<file path="config.mk">
export PLATFORM = sky130hd
export DESIGN_NAME = gpr_file_mp
export DESIGN_NICKNAME = d
export VERILOG_FILES = /design/src/rtl/gpr_pkg.sv /design/src/rtl/gpr_lane_merge.sv /design/src/rtl/gpr_file_mp.sv
export SDC_FILE = /design/constraint.sdc
export NUM_CORES = 2
export LEC_CHECK = 0
export ABC_AREA = 1
export ABC_CLOCK_PERIOD_IN_PS = 3700
export CORE_ASPECT_RATIO = 1.75
export CORE_MARGIN = 2
export CORE_UTILIZATION = 45
export DETAILED_ROUTE_END_ITERATION = 10
export HOLD_SLACK_MARGIN = 0.02
export PLACE_DENSITY_LB_ADDON = 0.25
export SYNTH_ARGS = -nofsm -noshare
export SYNTH_HDL_FRONTEND = slang
export SYNTH_SLANG_ARGS = --single-unit
</file>
<file path="constraint.sdc">
create_clock -name CLK -period 3.7 [get_ports CLK]
set_clock_uncertainty 0.15 [all_clocks]
set_input_delay 0.555 -clock CLK [delete_from_list [all_inputs] [get_ports CLK]]
set_output_delay 0.555 -clock CLK [all_outputs]
set_load 0.01 [all_outputs]
</file>
<file path="src/rtl/gpr_pkg.sv">
// Shared size encodings and lane helpers for the multi-port GPR file.
package gpr_pkg;

  // Access size encoding, shared by read and write ports.
  localparam logic [1:0] SZ_8LO = 2'b00;
  localparam logic [1:0] SZ_8HI = 2'b01;
  localparam logic [1:0] SZ_16  = 2'b10;
  localparam logic [1:0] SZ_FULL = 2'b11;

  // Which parts of a register a write touches: byte 0, byte 1, bits above 15.
  typedef struct packed {
    logic upper;
    logic hi;
    logic lo;
  } lane_mask_t;

  // Lane enable mask for a given write size.
  function automatic lane_mask_t lane_mask(input logic [1:0] sz);
    lane_mask_t m;
    m = '0;
    case (sz)
      SZ_8LO: m.lo = 1'b1;
      SZ_8HI: m.hi = 1'b1;
      SZ_16: begin
        m.lo = 1'b1;
        m.hi = 1'b1;
      end
      default: begin
        m.lo = 1'b1;
        m.hi = 1'b1;
        m.upper = 1'b1;
      end
    endcase
    return m;
  endfunction

  // Zero-extended formatting of the low 16 bits for sub-register reads.
  // Full-width reads bypass this and take the whole register.
  function automatic logic [15:0] fmt_low16(input logic [1:0] sz, input logic [15:0] low);
    logic [15:0] r;
    case (sz)
      SZ_8LO: r = {8'h00, low[7:0]};
      SZ_8HI: r = {8'h00, low[15:8]};
      default: r = low;
    endcase
    return r;
  endfunction

endpackage

</file>
<file path="src/rtl/gpr_lane_merge.sv">
// Next-value computation for one register: merges every write port that
// targets REG_ID, byte-lane by byte-lane, with higher-numbered ports winning.
module gpr_lane_merge
  import gpr_pkg::*;
#(
  parameter int WIDTH = 32,
  parameter int NWR = 3,
  parameter int IDW = 3,
  parameter int REG_ID = 0
) (
  input  logic [WIDTH-1:0]     cur,
  input  logic [NWR-1:0]       wv,
  input  logic [NWR*IDW-1:0]   wid,
  input  logic [NWR*2-1:0]     wsz,
  input  logic [NWR*WIDTH-1:0] wdin,
  output logic [WIDTH-1:0]     merged,
  output logic                 hit
);

  localparam logic [IDW-1:0] MY_ID = IDW'(REG_ID);

  lane_mask_t       lm;
  logic [1:0]       sz;
  logic [WIDTH-1:0] aligned;

  // Apply ports in ascending order so the highest-numbered port overrides.
  always_comb begin
    merged = cur;
    hit = 1'b0;
    lm = '0;
    sz = SZ_8LO;
    aligned = '0;
    for (int p = 0; p < NWR; p++) begin
      if (wv[p] && (wid[p*IDW +: IDW] == MY_ID)) begin
        hit = 1'b1;
        sz = wsz[p*2 +: 2];
        lm = lane_mask(sz);
        aligned = wdin[p*WIDTH +: WIDTH];
        // High-byte writes take their data from the low byte of WDIN.
        if (sz == SZ_8HI) aligned[15:8] = aligned[7:0];
        for (int b = 0; b < WIDTH; b++) begin
          if ((b < 8 && lm.lo) || (b >= 8 && b < 16 && lm.hi) || (b >= 16 && lm.upper))
            merged[b] = aligned[b];
        end
      end
    end
  end

endmodule

</file>
<file path="src/rtl/gpr_file_mp.sv">
// Multi-port GPR file with x86 sub-register sizing, lane-merged write
// conflicts, optional write-to-read bypass and a per-register pending vector.
// Interface note: there is no valid/ready handshake; WV and ISV are
// single-cycle qualifiers sampled at every rising edge and never back-pressured.
module gpr_file_mp
  import gpr_pkg::*;
#(
  parameter int NREGS = 8,
  parameter int WIDTH = 32,
  parameter int NRD = 4,
  parameter int NWR = 3,
  parameter int BYPASS = 1,
  localparam int IDW = (NREGS > 1) ? $clog2(NREGS) : 1
) (
  input  logic                 CLK,
  input  logic                 CLR,
  input  logic [NRD*IDW-1:0]   RID,
  input  logic [NRD*2-1:0]     RSZ,
  output logic [NRD*WIDTH-1:0] DOUT,
  output logic [NRD-1:0]       RBUSY,
  input  logic [NWR-1:0]       WV,
  input  logic [NWR*IDW-1:0]   WID,
  input  logic [NWR*2-1:0]     WSZ,
  input  logic [NWR*WIDTH-1:0] WDIN,
  input  logic [NWR-1:0]       WREL,
  input  logic                 ISV,
  input  logic [IDW-1:0]       ISID,
  output logic [NREGS-1:0]     PEND
);

  logic [WIDTH-1:0] regs   [NREGS];
  logic [WIDTH-1:0] merged [NREGS];
  logic [NREGS-1:0] hit;
  logic [NREGS-1:0] pend;
  logic [NREGS-1:0] rel_hit;
  logic [NREGS-1:0] set_hit;

  // One merge unit per register; its result feeds storage and the bypass mux.
  for (genvar r = 0; r < NREGS; r++) begin : g_merge
    gpr_lane_merge #(
      .WIDTH (WIDTH),
      .NWR   (NWR),
      .IDW   (IDW),
      .REG_ID(r)
    ) u_merge (
      .cur   (regs[r]),
      .wv    (WV),
      .wid   (WID),
      .wsz   (WSZ),
      .wdin  (WDIN),
      .merged(merged[r]),
      .hit   (hit[r])
    );
  end

  // Register storage: reset clears everything, otherwise take merged value.
  always_ff @(posedge CLK) begin
    for (int r = 0; r < NREGS; r++) begin
      if (!CLR) regs[r] <= '0;
      else if (hit[r]) regs[r] <= merged[r];
    end
  end

  // Decode releases (valid write with WREL) and the single issue claim.
  always_comb begin
    rel_hit = '0;
    set_hit = '0;
    for (int r = 0; r < NREGS; r++) begin
      for (int p = 0; p < NWR; p++) begin
        if (WV[p] && WREL[p] && (WID[p*IDW +: IDW] == IDW'(r))) rel_hit[r] = 1'b1;
      end
      if (ISV && (ISID == IDW'(r))) set_hit[r] = 1'b1;
    end
  end

  // Pending scoreboard: a new claim outranks a same-cycle release.
  always_ff @(posedge CLK) begin
    if (!CLR) pend <= '0;
    else pend <= set_hit | (pend & ~rel_hit);
  end

  assign PEND = pend;

  logic [IDW-1:0]   rd_id;
  logic [1:0]       rd_sz;
  logic [WIDTH-1:0] rd_src;
  logic             rd_busy;

  // Read muxes: out-of-range IDs match no register and read as zero / not busy.
  // RBUSY always comes from registered pend, never from same-cycle updates.
  always_comb begin
    DOUT = '0;
    RBUSY = '0;
    rd_id = '0;
    rd_sz = SZ_8LO;
    rd_src = '0;
    rd_busy = 1'b0;
    for (int p = 0; p < NRD; p++) begin
      rd_id = RID[p*IDW +: IDW];
      rd_sz = RSZ[p*2 +: 2];
      rd_src = '0;
      rd_busy = 1'b0;
      for (int r = 0; r < NREGS; r++) begin
        if (rd_id == IDW'(r)) begin
          rd_src = (BYPASS != 0) ? merged[r] : regs[r];
          rd_busy = pend[r];
        end
      end
      DOUT[p*WIDTH +: WIDTH] = (rd_sz == SZ_FULL) ? rd_src : WIDTH'(fmt_low16(rd_sz, rd_src[15:0]));
      RBUSY[p] = rd_busy;
    end
  end

endmodule

</file>
==> metrics.yaml, run 1 <==
syn-instance-count: 4783
synth-adder-area-share: 0
synth_nets: 4926
grt_pass1_vias: 54670
synthArstFlopShare: 0
synth_top_area_share: 0.267
row_count: 122
synth.area.mux_share: 0
synth_top_family_by_area: "simple AND/OR/NAND/NOR gates"
yosysMostFrequentCell: "nand2_1"
synth.area.top_cells: "edfxtp_1 27%, nand2_1 20%, nand3_1 12%"
cts_buffer_depth: 3
yosys.area_share.simple: 0.421
synth_top_area_cell: "edfxtp_1"
postCtsHoldBufs: 0
ys_warn_count: 0
synth_top_flop_cell: "edfxtp_1"
error_line: "[ERROR GRT-0116] Global routing finished with congestion. Check the congestion regions in the DRC Viewer."
io-pin-count: 283
h-tree-depth: 1
die_w_um: 195
syn-cell-area_sq_um: 28800
outcome: "did not finish"
cts_root_buf: "clkbuf_16"
grt_pass1_wl_mm: 434
ys_types: 49
gp_congestion: 1.19
synth_enable_flop_cells: 256
synth_compound_area_frac: 0.210
avgSynthCellArea_sq_um: 6.03
grt.total_usage: 0.856
synth-xor-area-share: 0
clock-sinks: 264
dieHeight_um: 339
ys_ff_latch: 264
start_util: 0.455
overflow: 1310
netlist_top_cells_count: "1507 x nand2_1, 695 x nand3_1, 464 x nor2_1"
numCtsBuffers: 31
place_worst_setup_slack_ps: -1120
ys_seq_area_frac: 0.272
grt_max_degree: 34
numPortBuffers: 282
lastStage: "5_1_grt"
hpwl_mm: 165
[cells by family after synthesis]
logic type / count (synthesis)
flops: 264
compound gates: 994
simple gates: 2835
buf+inv: 690
[stage by stage]
| stage | std cells | cell area [sq um] | hold slack [ps] | TNS [ps] | utilization |
|---|---|---|---|---|---|
| after CTS | 7082 | 47600 | 349 | -397 | 0.751 |
| after detailed placement | 6851 | 42400 | 482 | -100970 | 0.669 |
| after global placement | 6851 | 42400 | 489 | -97530 | 0.669 |
| after floorplan | 4783 | 28800 | 442 | 0 | - |
[layer usage]
metal / global-route usage / GRT overflow
met1: 0.833 / 8
met2: 1.02 / 817
met3: 0.719 / 35
met4: 0.903 / 445
met5: 0.305 / 5
[what timing repair did]
| action | CTS |
|---|---|
| resized for setup | 1205 |
| cloned | 9 |
| endpoints found under the setup margin | 132 |
| pin swaps | 281 |
| setup buffers | 178 |
| endpoints found under the hold margin | 0 |
==> inputs of run 2 (changes only) <==
- CORE_ASPECT_RATIO: 1.75 -> unset
- CORE_UTILIZATION: 45 -> 30
- HOLD_SLACK_MARGIN: 0.02 -> unset
- PLACE_DENSITY_LB_ADDON: 0.25 -> 0.15
==> metrics.yaml, run 2 <==
synth_top_area_cell: "edfxtp_1"
comb_power_share: 0.434
slowest_stage: "nand3b_1"
h-tree-depth: 2
insertion_delay_ps: 590
area_growth_pct: 72.9
netlist_top_cells_count: "1507 x nand2_1, 695 x nand3_1, 464 x nor2_1"
largest-register: "regs"
cap_viol_max_count: 0
placedInstanceArea_sq_um: 43400
cts_tree: "built"
numCtsBuffers: 38
synth.area.top_cells: "edfxtp_1 27%, nand2_1 20%, nand3_1 12%"
drc_errors: 0
sw_frac_of_total: 0.390
start_util: 0.303
worstSetupPathType: "input pin to primary output"
cts_root_buf: "clkbuf_16"
min_path_type: "input pin to flip-flop"
synth_enable_flop_cells: 256
crit_required_ps: 2990
peakVddDrop_v: 0.000272
design.die.area_sq_um: 98600
final_common_cell: "nand2_1"
syn-cell-area_sq_um: 28800
fin_ws_ps: -110
final_util: 0.524
n_antenna_cell: 0
clock-sinks: 264
outcome: "finished with violations"
netSwitchingPower_mw: 5.25
largest_reg_flops: 256
cts.clk_slew.worst_paths_ps: 60
grt_max_degree: 34
cp_top_family: "simple AND/OR/NAND/NOR gates"
fin_nets: 6437
ys_warn_count: 0
grt.total_usage: 0.397
wl_per_cell_um: 27.2
cts_buffer_depth: 3
drt-initial-drc-count: 6973
power_frac_clock: 0.301
postCtsHoldBufs: 0
ys_ff_latch: 264
avgSynthCellArea_sq_um: 6.03
p_total_mw: 13.5
slew_viol_final: 0
overflow: 0
synthArstFlopShare: 0
critPathMaxStageDelay_ps: 290
antenna_found_initial: 2
fin_area_sq_um: 49800
grt_pass1_vias: 38788
layout_common_cells: "1301 x nand2_1, 1208 x buf_4, 541 x nand3_1, 416 x nor2_1, 348 x inv_1"
crit_top_cell: "buf_6"
drtAntennaViolNets: 0
critPathCaptureType: "primary output"
ys_types: 49
synth_top_area_share: 0.267
fmax_ghz: 0.262
min_period_ps: 3810
yosysMostFrequentCell: "nand2_1"
routed_wl_mm: 206
die_w_um: 314
violations: "setup timing"
cp.arrival_ps: 3110
gp_congestion: 1.08
worst_pin_slew_ps: 1030
dieHeight_um: 314
via_count: 43732
drive_above_1_share: 0.396
cp-start-kind: "input pin"
synth_nets: 4926
grt_pass1_wl_mm: 282
seq_power_share: 0.265
internal_power_mw: 8.22
critical_path.cell_chain: "buf_6, buf_6, nor2_4, nand2_2, buf_12, buf_12, buf_6, nor2_4, inv_4, o21ai_2, o21ai_1, nand2_2, buf_6, o21ai_2, nor2_2, nand3b_1, nand2_1, nand3_2, nand2_2, inv_2, buf_6"
crit_fanout: 5
io-pin-count: 283
row_count: 113
viasPerCell: 5.76
cellPowerDensity_nw_per_um2: 270
hpwl_mm: 159
core_area_sq_um: 95200
synth_top_flop_cell: "edfxtp_1"
finalSetupViolCount: 17
period_share: 1.03
p_leak_nw: 22.6
rsz0062_at_grt: "true"
syn-instance-count: 4783
numPortBuffers: 282
max_slew_margin: 0.313
worst-path-buf-inv: 9
hold_viol_final: 0
dr.pass1.iters: 8
ys_seq_area_frac: 0.272
[run 2: cell counts after synthesis]
Identical to the previous run, type by type.
[run 2: kinds of logic (layout without fill, tap and decap cells)]
logic type | after synthesis | count (layout) | share of synthesized area
compound gates | 994 | 994 | 0.210
buf+inv | 690 | 2228 | 0.0973
flops | 264 | 264 | 0.272
simple gates | 2835 | 2837 | 0.421
[run 2: power by group through the flow]
stage / registers (mW) / logic (mW) / clock network [mW]
floorplan: 3.61 / 1.95 / 0
global placement: 3.62 / 4.87 / 0
detailed placement: 3.62 / 4.86 / 0
CTS: 3.56 / 5.33 / 4.05
global route: 3.58 / 6.04 / 4.14
finish: 3.57 / 5.85 / 4.05
[run 2: worst paths after layout]
check	start	to	slack (ps)	cells past startpoint
setup / recovery	WID[3]	DOUT[0]	-110	21
hold / removal	WID[2]	PEND[3]	520	7
setup reg to reg	regs[0][124]	regs[0][124]	670	20
hold reg to reg	PEND[6]	PEND[6]	600	4
[run 2: worst register-to-register path, cell delays in order (launching register included)]
cell	delay, ps
edfxtp_1	370
nor2_2	50
o211ai_1	160
o21ai_1	130
buf_4	160
buf_4	130
buf_4	120
buf_4	120
buf_4	130
buf_4	120
buf_4	130
buf_4	130
buf_4	120
buf_4	120
buf_4	120
buf_4	120
buf_4	120
buf_4	120
buf_4	120
buf_4	120
nor2_2	60
[run 2: area by class of cell]
type                       instances  area [sq um]
clock buffer                      48          1050
clock inverter                    21           243
fill                            9468         45300
inverter                         433          1720
multi-input combinational       3831         21800
sequential                       264          7850
tap                             1265          1580
timing repair buffer            1726         15600
[run 2: what timing repair did]
action / in CTS / in global routing
cloned: 9 / 3
resized for setup: 1132 / 492
pin swaps: 311 / 313
setup buffers: 150 / 64
setup endpoints to repair: 132 / 131
endpoints found under the hold margin: 0 / 0
[run 2: metal layers]
layer / vias up / wire, um / GRT usage
li1: 19415 / - / -
met4: 8 / 8720 / 0.127
met2: 3421 / 78100 / 0.529
met1: 20409 / 84400 / 0.573
met3: 479 / 34500 / 0.158
met5: - / 311 / 0.0106
[run 2: metrics by stage]
step | setup WS (ps) | cells | hold slack [ps] | setup TNS, ps
after floorplan | 601 | 4783 | 442 | 0
after global placement | -939 | 7320 | 546 | -98210
after detailed placement | -1000 | 7320 | 533 | -99510
after CTS | -50.4 | 7534 | 489 | -284
after global routing | -183 | 7588 | 553 | -2770
final | -110 | 7588 | 523 | -842
No activity file was read; power rests on OpenSTA's default activity.
